$ cat src/rtl/soc_reset_pkg.sv
// -----------------------------------------------------------------------------
// soc_reset_pkg
// Shared types and default constants for the SoC reset sequencer.
//   state_t          : sequencer states (HOLD, WAIT_LOCK, REL_PERIPH, RUN)
//   DEF_*            : default parameter values for soc_reset_sequencer
//   LOCK_LOSS_CNT_W  : width of the lock-loss event counter
// -----------------------------------------------------------------------------
package soc_reset_pkg;

  typedef enum logic [1:0] {
    HOLD       = 2'd0,
    WAIT_LOCK  = 2'd1,
    REL_PERIPH = 2'd2,
    RUN        = 2'd3
  } state_t;

  localparam int DEF_SYNC_STAGES           = 2;
  localparam int DEF_LOCK_STABLE_CYCLES    = 1024;
  localparam int DEF_PERIPH_TO_CORE_CYCLES = 16;
  localparam int DEF_DEBOUNCE_CYCLES       = 65536;

  localparam int LOCK_LOSS_CNT_W = 8;

endpackage

$ cat src/rtl/reset_sync_debounce.sv
// -----------------------------------------------------------------------------
// reset_sync_debounce
// Multi-flop synchroniser for an asynchronous level, with an optional debounce
// stage behind it.
// Parameters:
//   STAGES          : flops in the synchroniser chain (min 2)
//   RESET_VAL       : value loaded into the chain and debounce register on reset
//   DEBOUNCE_CYCLES : consecutive disagreeing cycles needed before the output
//                     follows the synchronised input; 0 bypasses the debouncer
// Ports:
//   i_clk    : clock
//   i_reset  : synchronous active-high reset
//   i_async  : asynchronous input level
//   o_value  : synchronised (and, if enabled, debounced) level
// -----------------------------------------------------------------------------
module reset_sync_debounce #(
  parameter int STAGES          = 2,
  parameter bit RESET_VAL       = 1'b0,
  parameter int DEBOUNCE_CYCLES = 0
) (
  input  logic i_clk,
  input  logic i_reset,
  input  logic i_async,
  output logic o_value
);

  logic [STAGES-1:0] r_sync;
  logic              w_sync;

  // NOTE: sequential state is updated with <= so every flop samples the values
  // from before the edge; blocking = here would collapse the chain into one flop.
  always_ff @(posedge i_clk) begin
    if (i_reset) begin
      r_sync <= {STAGES{RESET_VAL}};
    end else begin
      r_sync <= {r_sync[STAGES-2:0], i_async};
    end
  end

  assign w_sync = r_sync[STAGES-1];

  generate
    if (DEBOUNCE_CYCLES == 0) begin : g_bypass
      assign o_value = w_sync;
    end else begin : g_debounce
      localparam int DB_W = (DEBOUNCE_CYCLES > 1) ? $clog2(DEBOUNCE_CYCLES) : 1;
      localparam logic [DB_W-1:0] DB_TC = DB_W'(DEBOUNCE_CYCLES - 1);

      logic [DB_W-1:0] r_db_cnt;
      logic            r_db_val;

      // Count consecutive cycles where the synchronised input disagrees with
      // the debounced value; any agreeing cycle restarts the count.
      always_ff @(posedge i_clk) begin
        if (i_reset) begin
          r_db_val <= RESET_VAL;
          r_db_cnt <= '0;
        end else if (w_sync == r_db_val) begin
          r_db_cnt <= '0;
        end else if (r_db_cnt == DB_TC) begin
          r_db_val <= w_sync;
          r_db_cnt <= '0;
        end else begin
          r_db_cnt <= r_db_cnt + 1'b1;
        end
      end

      assign o_value = r_db_val;
    end
  endgenerate

endmodule

$ cat src/rtl/soc_reset_sequencer.sv
// -----------------------------------------------------------------------------
// soc_reset_sequencer
// Synchronises the CCC lock flag and the board reset button, waits for a
// stable lock, then releases peripheral reset followed by core reset.
// Any loss of lock or a debounced button press re-asserts both resets.
// Optional feature macro: RESET_SEQ_LOCK_LOSS_CNT_EN
//   defined   -> lock_loss_count counts lock drops seen in REL_PERIPH/RUN,
//                saturating at 255, cleared only by reset
//   undefined -> lock_loss_count is tied to 0
// Ports:
//   clk             : CCC fabric clock
//   reset           : synchronous active-high power-on reset
//   pll_lock        : CCC lock flag, asynchronous
//   ext_reset_n     : board button, active low, asynchronous, bouncing
//   periph_reset    : registered active-high reset to bus/peripherals
//   core_reset      : registered active-high reset to the CPU core
//   seq_done        : high while in RUN
//   lock_loss_count : lock-loss event count
// -----------------------------------------------------------------------------
module soc_reset_sequencer
  import soc_reset_pkg::*;
#(
  parameter int SYNC_STAGES           = DEF_SYNC_STAGES,
  parameter int LOCK_STABLE_CYCLES    = DEF_LOCK_STABLE_CYCLES,
  parameter int PERIPH_TO_CORE_CYCLES = DEF_PERIPH_TO_CORE_CYCLES,
  parameter int DEBOUNCE_CYCLES       = DEF_DEBOUNCE_CYCLES
) (
  input  logic                       clk,
  input  logic                       reset,
  input  logic                       pll_lock,
  input  logic                       ext_reset_n,
  output logic                       periph_reset,
  output logic                       core_reset,
  output logic                       seq_done,
  output logic [LOCK_LOSS_CNT_W-1:0] lock_loss_count
);

  localparam int CNT_MAX = (LOCK_STABLE_CYCLES > PERIPH_TO_CORE_CYCLES) ?
                           LOCK_STABLE_CYCLES : PERIPH_TO_CORE_CYCLES;
  localparam int CNT_W   = $clog2(CNT_MAX);
  localparam logic [CNT_W-1:0] LOCK_TC = CNT_W'(LOCK_STABLE_CYCLES - 1);
  localparam logic [CNT_W-1:0] P2C_TC  = CNT_W'(PERIPH_TO_CORE_CYCLES - 1);

  logic w_lock_s;
  logic w_btn_deb;
  logic w_fault;

  state_t           r_state, w_state_nxt;
  logic [CNT_W-1:0] r_cnt, w_cnt_nxt;
  logic             r_periph_reset, w_periph_reset_nxt;
  logic             r_core_reset, w_core_reset_nxt;
  logic             r_seq_done, w_seq_done_nxt;

  // NOTE: the button chain resets to 1 (released) so a power-on reset never
  // looks like a press once reset drops.
  reset_sync_debounce #(
    .STAGES          (SYNC_STAGES),
    .RESET_VAL       (1'b0),
    .DEBOUNCE_CYCLES (0)
  ) u_lock_sync (
    .i_clk   (clk),
    .i_reset (reset),
    .i_async (pll_lock),
    .o_value (w_lock_s)
  );

  reset_sync_debounce #(
    .STAGES          (SYNC_STAGES),
    .RESET_VAL       (1'b1),
    .DEBOUNCE_CYCLES (DEBOUNCE_CYCLES)
  ) u_btn_sync (
    .i_clk   (clk),
    .i_reset (reset),
    .i_async (ext_reset_n),
    .o_value (w_btn_deb)
  );

  assign w_fault = !w_lock_s || !w_btn_deb;

  always_ff @(posedge clk) begin
    if (reset) begin
      r_state        <= HOLD;
      r_cnt          <= '0;
      r_periph_reset <= 1'b1;
      r_core_reset   <= 1'b1;
      r_seq_done     <= 1'b0;
    end else begin
      r_state        <= w_state_nxt;
      r_cnt          <= w_cnt_nxt;
      r_periph_reset <= w_periph_reset_nxt;
      r_core_reset   <= w_core_reset_nxt;
      r_seq_done     <= w_seq_done_nxt;
    end
  end

  // NOTE: every signal written here gets a default first, so no path can leave
  // one unassigned and infer a latch.
  always_comb begin
    w_state_nxt        = r_state;
    w_cnt_nxt          = r_cnt;
    w_periph_reset_nxt = r_periph_reset;
    w_core_reset_nxt   = r_core_reset;
    w_seq_done_nxt     = r_seq_done;

    unique case (r_state)
      HOLD: begin
        w_state_nxt        = WAIT_LOCK;
        w_cnt_nxt          = '0;
        w_periph_reset_nxt = 1'b1;
        w_core_reset_nxt   = 1'b1;
        w_seq_done_nxt     = 1'b0;
      end
      WAIT_LOCK: begin
        if (w_fault) begin
          w_cnt_nxt = '0;
        end else if (r_cnt == LOCK_TC) begin
          w_state_nxt        = REL_PERIPH;
          w_periph_reset_nxt = 1'b0;
          w_cnt_nxt          = '0;
        end else begin
          w_cnt_nxt = r_cnt + 1'b1;
        end
      end
      REL_PERIPH, RUN: begin
        // Fault wins over the REL_PERIPH terminal count, so core reset can
        // never drop in the same cycle that lock or the button goes bad.
        if (w_fault) begin
          w_state_nxt        = WAIT_LOCK;
          w_cnt_nxt          = '0;
          w_periph_reset_nxt = 1'b1;
          w_core_reset_nxt   = 1'b1;
          w_seq_done_nxt     = 1'b0;
        end else if (r_state == REL_PERIPH) begin
          if (r_cnt == P2C_TC) begin
            w_state_nxt      = RUN;
            w_cnt_nxt        = '0;
            w_core_reset_nxt = 1'b0;
            w_seq_done_nxt   = 1'b1;
          end else begin
            w_cnt_nxt = r_cnt + 1'b1;
          end
        end
      end
      default: begin
        w_state_nxt = HOLD;
      end
    endcase
  end

  assign periph_reset = r_periph_reset;
  assign core_reset   = r_core_reset;
  assign seq_done     = r_seq_done;

`ifdef RESET_SEQ_LOCK_LOSS_CNT_EN
  logic [LOCK_LOSS_CNT_W-1:0] r_lock_loss_cnt;

  // Leaving REL_PERIPH/RUN on a lock drop takes one edge, so each drop is
  // counted exactly once.
  always_ff @(posedge clk) begin
    if (reset) begin
      r_lock_loss_cnt <= '0;
    end else if ((r_state == REL_PERIPH || r_state == RUN) && !w_lock_s &&
                 (r_lock_loss_cnt != {LOCK_LOSS_CNT_W{1'b1}})) begin
      r_lock_loss_cnt <= r_lock_loss_cnt + 1'b1;
    end
  end

  assign lock_loss_count = r_lock_loss_cnt;
`else
  assign lock_loss_count = '0;
`endif

endmodule

$ cat config.mk
export PLATFORM = sky130hd
export DESIGN_NAME = soc_reset_sequencer
export DESIGN_NICKNAME = d
export VERILOG_FILES = /design/src/rtl/soc_reset_pkg.sv /design/src/rtl/reset_sync_debounce.sv /design/src/rtl/soc_reset_sequencer.sv
export SDC_FILE = /design/constraint.sdc
export NUM_CORES = 1
export LEC_CHECK = 0
export CORE_ASPECT_RATIO = 1.2
export CORE_MARGIN = 2
export CORE_UTILIZATION = 50
export CTS_CLUSTER_SIZE = 24
export DETAILED_ROUTE_END_ITERATION = 8
export GPL_TIMING_DRIVEN = 0
export HOLD_SLACK_MARGIN = 0.1
export PLACE_DENSITY = 0.71
export SYNTH_ARGS = -nofsm -noshare
export SYNTH_HDL_FRONTEND = slang
export SYNTH_HIERARCHICAL = 1
export SYNTH_SLANG_ARGS = --single-unit
$ cat constraint.sdc
create_clock -name clk -period 1.59 [get_ports clk]
set_input_delay 0.318 -clock clk [delete_from_list [all_inputs] [get_ports clk]]
set_output_delay 0.318 -clock clk [all_outputs]
set_load 0.05 [all_outputs]
==> impl_results.md <==
* Worst-case clock skew at 8.01 ps
* First-pass GRT wire length at 5240 microns
* Leading register cell type out of synthesis: dfxtp_1
* Arrival time at the worst endpoint at 1760 ps
* Max Root-Sink Buffers at 2
* Detailed-placement wirelength estimate at 2150 microns
* Number of instances in the synthesized netlist at 180
* Syn. warnings at 6
* Initial drt markers at 26
* Critical path type: reg2reg
* Area of the multi-input gates at 931 sq um
* Core Footprint at 0.00328 sq mm
* Post-synthesis instance area at 0.00169 sq mm
* Syn-to-layout area delta at 16.3%
* Cell type with the largest total area after synthesis: dfxtp_1
* Number of nets with antenna violations after routing at 0
* Pin count of the biggest net entering global routing at 15
* Global-route total usage across every layer at 0.177
* Area enclosed by the die boundary at 0.00385 sq mm
* Count of H-tree levels built during CTS at 2
* Count of unique library cells instantiated by Yosys at 40
* Number of hold buffers added after CTS at 0
* Clk Tree Root Cell: clkbuf_8
* FMAX at 657 MHz
* Layout cell share with drive strength beyond 1 at 0.214
* Area share of the leading cell type in the synthesized netlist at 0.428
* I/O pin cnt at 15
* Wire length per cell after detailed routing at 12.8 microns
* Critical path fanouts, max at 9
* Routed vias at 1262
* Req. time, crit path at 1820 ps
* TritonCTS Sinks at 36
* Clock buffers created by TritonCTS at 5
* Number of remaining DRC errors at 0
* Setup crit start kind: flip-flop
* FFs w/ async S/R, synth at 0
* Endpoint type of the worst setup path: flip-flop
* Cell leakage power at 0.000701 uW
* Worst IR Drop VDD at 1.08 mV
* Antenna diode count at 0
* Per-cell via count in the routed design at 5.30
* Number of global-route vias before repair at 1192
* Count of flip-flops with a built-in enable after synthesis at 0
* Average size of a mapped cell at 9.36 sq um
* Fin. max-slew vios at 0
* Layout net count at 206
* Final cycle utilization of the critical path at 0.958
* Sequential cell area fraction in the yosys report at 0.428
* Flip-flop and latch count after synthesis at 36
* Width of the die at 57 microns
* Iteration count of the initial detailed-routing pass at 4
* Overflow left after global routing at 0
* Hold_ws at 413 ps
* Sequential cell area at 723 sq um
* Run status: finished, final reports clean
* Count of filler cells inserted in the layout at 313
* Final number of setup-violating endpoints at 0
* Initial Util at 0.514
* Biggest area contributors in the synthesized netlist: dfxtp_1, nor2_1, xor2_1
* Final Power at 1820 uW
* Die Span Y at 67.6 microns
* Clock-pin slew of the registers on the worst-case setup and hold paths at 80 ps
* Clk Latency, worst-skew pair at 300 ps
* TritonCTS clock tree: yes
* Total Wirelength at 3050 microns
* Final Hold Viols at 0
* Last weighted congestion value of the routability-driven placer at 0.815
* Std cell rows at 23
* Max-cap violation count at 0
* Final critical-path required period at 1520 ps
* Number of antenna violations at the first check in global routing at 0
* Power per Cell Area at 928 mW/mm^2
* Type of the worst min-delay path: reg2reg
* Number of buffers inserted by port buffering at 6
## what timing repair did
action | 4_1_cts | 5_1_grt
endpoints found under the setup margin | 12 | 21
pin swaps | 0 | 0
resized for setup | 5 | 12
buffers inserted | 0 | 0
## path summary, 6_finish.rpt
| check | slack [ps] | depth (start not counted) | start | to |
|---|---|---|---|---|
| setup / recovery | 70 | 5 | u_lock_sync/r_sync[1]$_SDFF_PP0_ | r_cnt[5]$_SDFFE_PP0P_ |
| hold / removal | 410 | 1 | u_btn_sync/r_sync[0]$_SDFF_PP1_ | u_btn_sync/r_sync[1]$_SDFF_PP1_ |
| setup reg to reg | 70 | 5 | u_lock_sync/r_sync[1]$_SDFF_PP0_ | r_cnt[5]$_SDFFE_PP0P_ |
| hold reg to reg | 410 | 1 | u_btn_sync/r_sync[0]$_SDFF_PP1_ | u_btn_sync/r_sync[1]$_SDFF_PP1_ |
## power breakdown
part / total, uW / switching, uW / internal (uW) / leakage [uW]
sequential: 920 / 9.94 / 910 / 0.000291
combinational: 98.8 / 66.0 / 32.8 / 0.000355
clock: 800 / 337 / 464 / 0.0000541
total: 1820 / 413 / 1410 / 0.000701
## synthesized netlist by cell type (all sizes together), types with 3 or more instances
cell type and count:
nand4 9, inv 4, nand3 13, or2 3, xnor2 11, nor3 4, a21oi 3, buf 10
nor4 7, and3 5, dfxtp 36, nand2 8, xor2 12, nor2 31
## worst max-delay path, stage by stage, from the launching register on
cell and delay, ps:
dfxtp_1 400, nand2_1 140, or2_2 320, o32a_1 300
clkbuf_4 190, nor2_2 110
## cells in the final DEF (no fill, tap or decap), types with 2 or more instances in the layout
cell type	Yosys	final
nand3_1	12	12
or3_1	2	2
nor4b_1	2	2
buf_4	8	8
xnor2_1	11	11
or2_2	3	3
nand2_1	8	7
inv_1	3	3
nor2_1	30	28
o21a_1	2	2
a21oi_1	2	2
nor2b_1	2	2
mux2i_1	2	2
clkbuf_8	0	5
dlygate4sd2_1	0	4
nor4_2	4	4
nand4_4	1	2
conb_1	1	8
xor2_1	12	12
clkdlybuf4s50_1	0	2
and3_1	5	4
nand4_1	6	6
dfxtp_1	36	34
dfxtp_2	0	2
o21ai_0	2	2
nor3_1	4	4
nor2_2	1	3
nor4_1	2	2
## logic make-up after synthesis
kind of cell             synth area share
XOR/XNOR                            0.120
AO/OA/AOI/OAI                      0.0527
buffers and inverters              0.0542
adder cells (fa/ha/maj)            0.0148
multiplexers                       0.0119
other                             0.00223
flip-flops                          0.428
AND/OR/NAND/NOR                     0.317
## cell type report
cell class / count / area share
multi-input combinational: 137 / 0.475
clock buffer: 5 / 0.0351
sequential: 36 / 0.369
inverter: 4 / 0.00766
tap: 37 / 0.0236
clock inverter: 3 / 0.0217
timing repair buffer: 6 / 0.0281
buffer: 10 / 0.0402
## metrics by stage
| step | setup TNS, ps | instances | setup slack [ps] | cell area [sq um] | util |
|---|---|---|---|---|---|
| floorplan | 0 | 187 | 194 | 1710 | - |
| global placement | -5240 | 230 | -330 | 1820 | 0.554 |
| detailed placement | -6780 | 230 | -405 | 1820 | 0.554 |
| CTS | 0 | 238 | 1.61 | 1930 | 0.587 |
| global route | -196 | 238 | -29.5 | 1960 | 0.598 |
| finish | 0 | 238 | 66.9 | 1960 | 0.598 |
## state kept, by name, summed over array words and instances, names as in the netlist
| name | flops |
|---|---|
| u_btn_sync/g_debounce.r_db_cnt | 16 |
| seq_done | 1 |
| r_cnt | 10 |
| u_btn_sync/o_value | 1 |
| r_state | 2 |
| u_lock_sync/r_sync | 2 |
| periph_reset | 1 |
| u_btn_sync/r_sync | 2 |
| core_reset | 1 |
## per-layer routing
layer / vias to the layer above / track usage / routed length (microns)
met5: - / 0 / 0
met4: 0 / 0.0959 / 65
met3: 6 / 0.0575 / 102
met2: 16 / 0.287 / 1530
met1: 594 / 0.208 / 1350
li1: 646 / - / -
(Power assumes the default switching activity.)
==> edit: new RTL, config.mk and constraints unchanged <==
Register the output `seq_done` once more; this adds one clock of latency there. The other outputs are not delayed to match.
--- a/src/rtl/soc_reset_sequencer.sv
+++ b/src/rtl/soc_reset_sequencer.sv
@@ -150,5 +150,7 @@
   assign periph_reset = r_periph_reset;
   assign core_reset   = r_core_reset;
-  assign seq_done     = r_seq_done;
+  always_ff @(posedge clk) begin
+    seq_done <= r_seq_done;
+  end
 
 `ifdef RESET_SEQ_LOCK_LOSS_CNT_EN
Function: no difference found for any inputs over 10 cycles, from zero or initial values and one cycle with reset high; that may be too few to reach the edited logic, so the function may still have changed.
==> edit against the original RTL <==
- the flow now finishes with violations (design-rule violations, negative setup slack)
- largest power group unchanged
- die area grew 6.5%
- design area up 13%
- synthesized area up 6.9%
- sequential power is 1% higher
- total power is 7.9% lower
- sequential cell count rose by 1
- wire length rose by 27%
- setup slack lost 390 ps
==> edit: results (changes against the original RTL) <==
\begin{tabular}{lr}
\hline
Metric & Value \\
\hline
\multicolumn{2}{l}{\textbf{Placed design}} \\
HPWL reported at the end of detailed placement & 2460 um (+15\%) \\
Post-placement setup slack & -806 ps (-400 ps) \\
Final Wtd Congestion & 0.905 (+11\%) \\
Area after detailed placement & 0.00196 sq mm (+7.8\%) \\
Cell total after placement & 250 (+8.7\%) \\
\multicolumn{2}{l}{\textbf{Power and ir drop}} \\
Worst IR Drop VDD & 0.608 mV (-44\%) \\
Net Sw Power & 0.410 mW (-0.62\%) \\
Static leakage power & 0.798 nW (+14\%) \\
\multicolumn{2}{l}{\textbf{Routing}} \\
Met3 wire length & 182 um (+78\%) \\
Met2 Wirelength & 1980 um (+29\%) \\
Remaining design rule violation count & 2 (+2) \\
Final wirelength & 3880 um (+27\%) \\
Routed vias/inst & 5.63 (+6.2\%) \\
Number of design-rule violations left by the first detailed-router iteration & 76 (+190\%) \\
Post-route met1 wirelength & 1640 um (+22\%) \\
Pre-Repair DR Iteration Count & 6 (+2) \\
\multicolumn{2}{l}{\textbf{GRT}} \\
Wire length of the first global-routing pass & 6330 um (+21\%) \\
Global routing met3 resource utilization & 6.16\% (+0.41 points) \\
Global-route met1 utilization & 23.5\% (+2.7 points) \\
Gr usage total & 19.9\% (+2.2 points) \\
Via count of the first global-routing pass & 1414 (+19\%) \\
GRT met2 Usage & 32.1\% (+3.4 points) \\
\multicolumn{2}{l}{\textbf{Synth}} \\
Post-synth cell types & 44 (+10\%) \\
Cells taking the most area after synthesis & dfxtp\_1 41\%, nor2\_1 5.6\%, xnor2\_1 5.3\%, nand3\_1 4.7\%, buf\_4 3.3\% \\
Area share of the largest cell type after synthesis & 41.1\% (-1.7 points) \\
Mapped Cells & 200 (+11\%) \\
Sequential-to-total area share from yosys stat & 41.1\% (-1.7 points) \\
\multicolumn{2}{l}{\textbf{Critical path}} \\
Critical path peak fanout & 6 (-3) \\
Worst stage delay on the critical path & 520 ps (+120 ps) \\
Category of cells accounting for the largest share of critical-path delay & compound AO/OA/AOI/OAI gates \\
Signal arrival time at the worst endpoint & 2090 ps (+330 ps) \\
\multicolumn{2}{l}{\textbf{Cells and area}} \\
Layout cells sized above 1 & 29.3\% (+7.9 points) \\
Nets & 237 (+15\%) \\
Final std cells w/o fill & 269 (+13\%) \\
\multicolumn{2}{l}{\textbf{Status}} \\
Violated checks & design-rule violations, negative setup slack \\
Result of the run & finished, violations left \\
\multicolumn{2}{l}{\textbf{STA}} \\
Crit path setup slack, layout & -318 ps (-385 ps) \\
Final TNS setup & -2960 ps (-2960 ps) \\
Setup Viol. Count Final & 14 (+14) \\
Worst Clk Skew & 8.80 ps (+0.795 ps) \\
\hline
\end{tabular}
-- edit: cell count changes after synthesis, moves of 5 or more --
cell | unedited run | this run
xor2_1 | 12 | 5
a21oi_1 | 2 | 7
nand3_1 | 12 | 17
nand2_1 | 8 | 13
o21ai_0 | 2 | 7
-- edit: layout make-up --
cell class	count	area (sq um)
Buffer	11	80.1
Inverter	4	15.0
Multi-Input combinational cell	155	1090
Clock buffer	6	72.6
Timing Repair Buffer	17	149
Tap cell	37	46.3
Clock inverter	2	10.0
Fill cell	283	1170
Sequential cell	37	757
-- edit: kinds of logic (layout without fill, tap and decap cells) --
logic type      Yosys count  in the layout  share of synthesized area (%)
compound gates           27             27                           10.9
xor+xnor                 16             16                           7.78
fa+ha+maj                 2              2                           1.39
buf+inv                  15             40                           5.21
flops                    37             37                           41.1
mux                       2              2                           1.11
other cells               1              8                          0.208
simple gates            100            100                           32.3
-- edit: power groups by stage --
stage / clock network [mW] / logic [mW] / registers [mW]
finish: 0.639 / 0.104 / 0.933
global route: 0.702 / 0.110 / 0.933
CTS: 0.645 / 0.101 / 0.933
detailed placement: 0 / 0.0979 / 0.958
global placement: 0 / 0.0972 / 0.957
floorplan: 0 / 0.0820 / 0.957
-- edit: what timing repair did --
action | CTS | global route
pin swaps | 13 | 7
buffers inserted | 5 | 6
setup endpoints to repair | 27 | 26
resized for setup | 23 | 13
gates cloned | 0 | 0
-- edit: worst paths after layout --
kind / start / endpoint / slack [ps] / depth (start not counted)
worst max-delay path: r_cnt[4] / r_cnt[4] / -320 / 6
worst min-delay path: r_seq_done / seq_done / 380 / 0
worst min register to register: r_seq_done / seq_done / 380 / 0
worst max register to register: r_cnt[4] / r_cnt[4] / -320 / 6
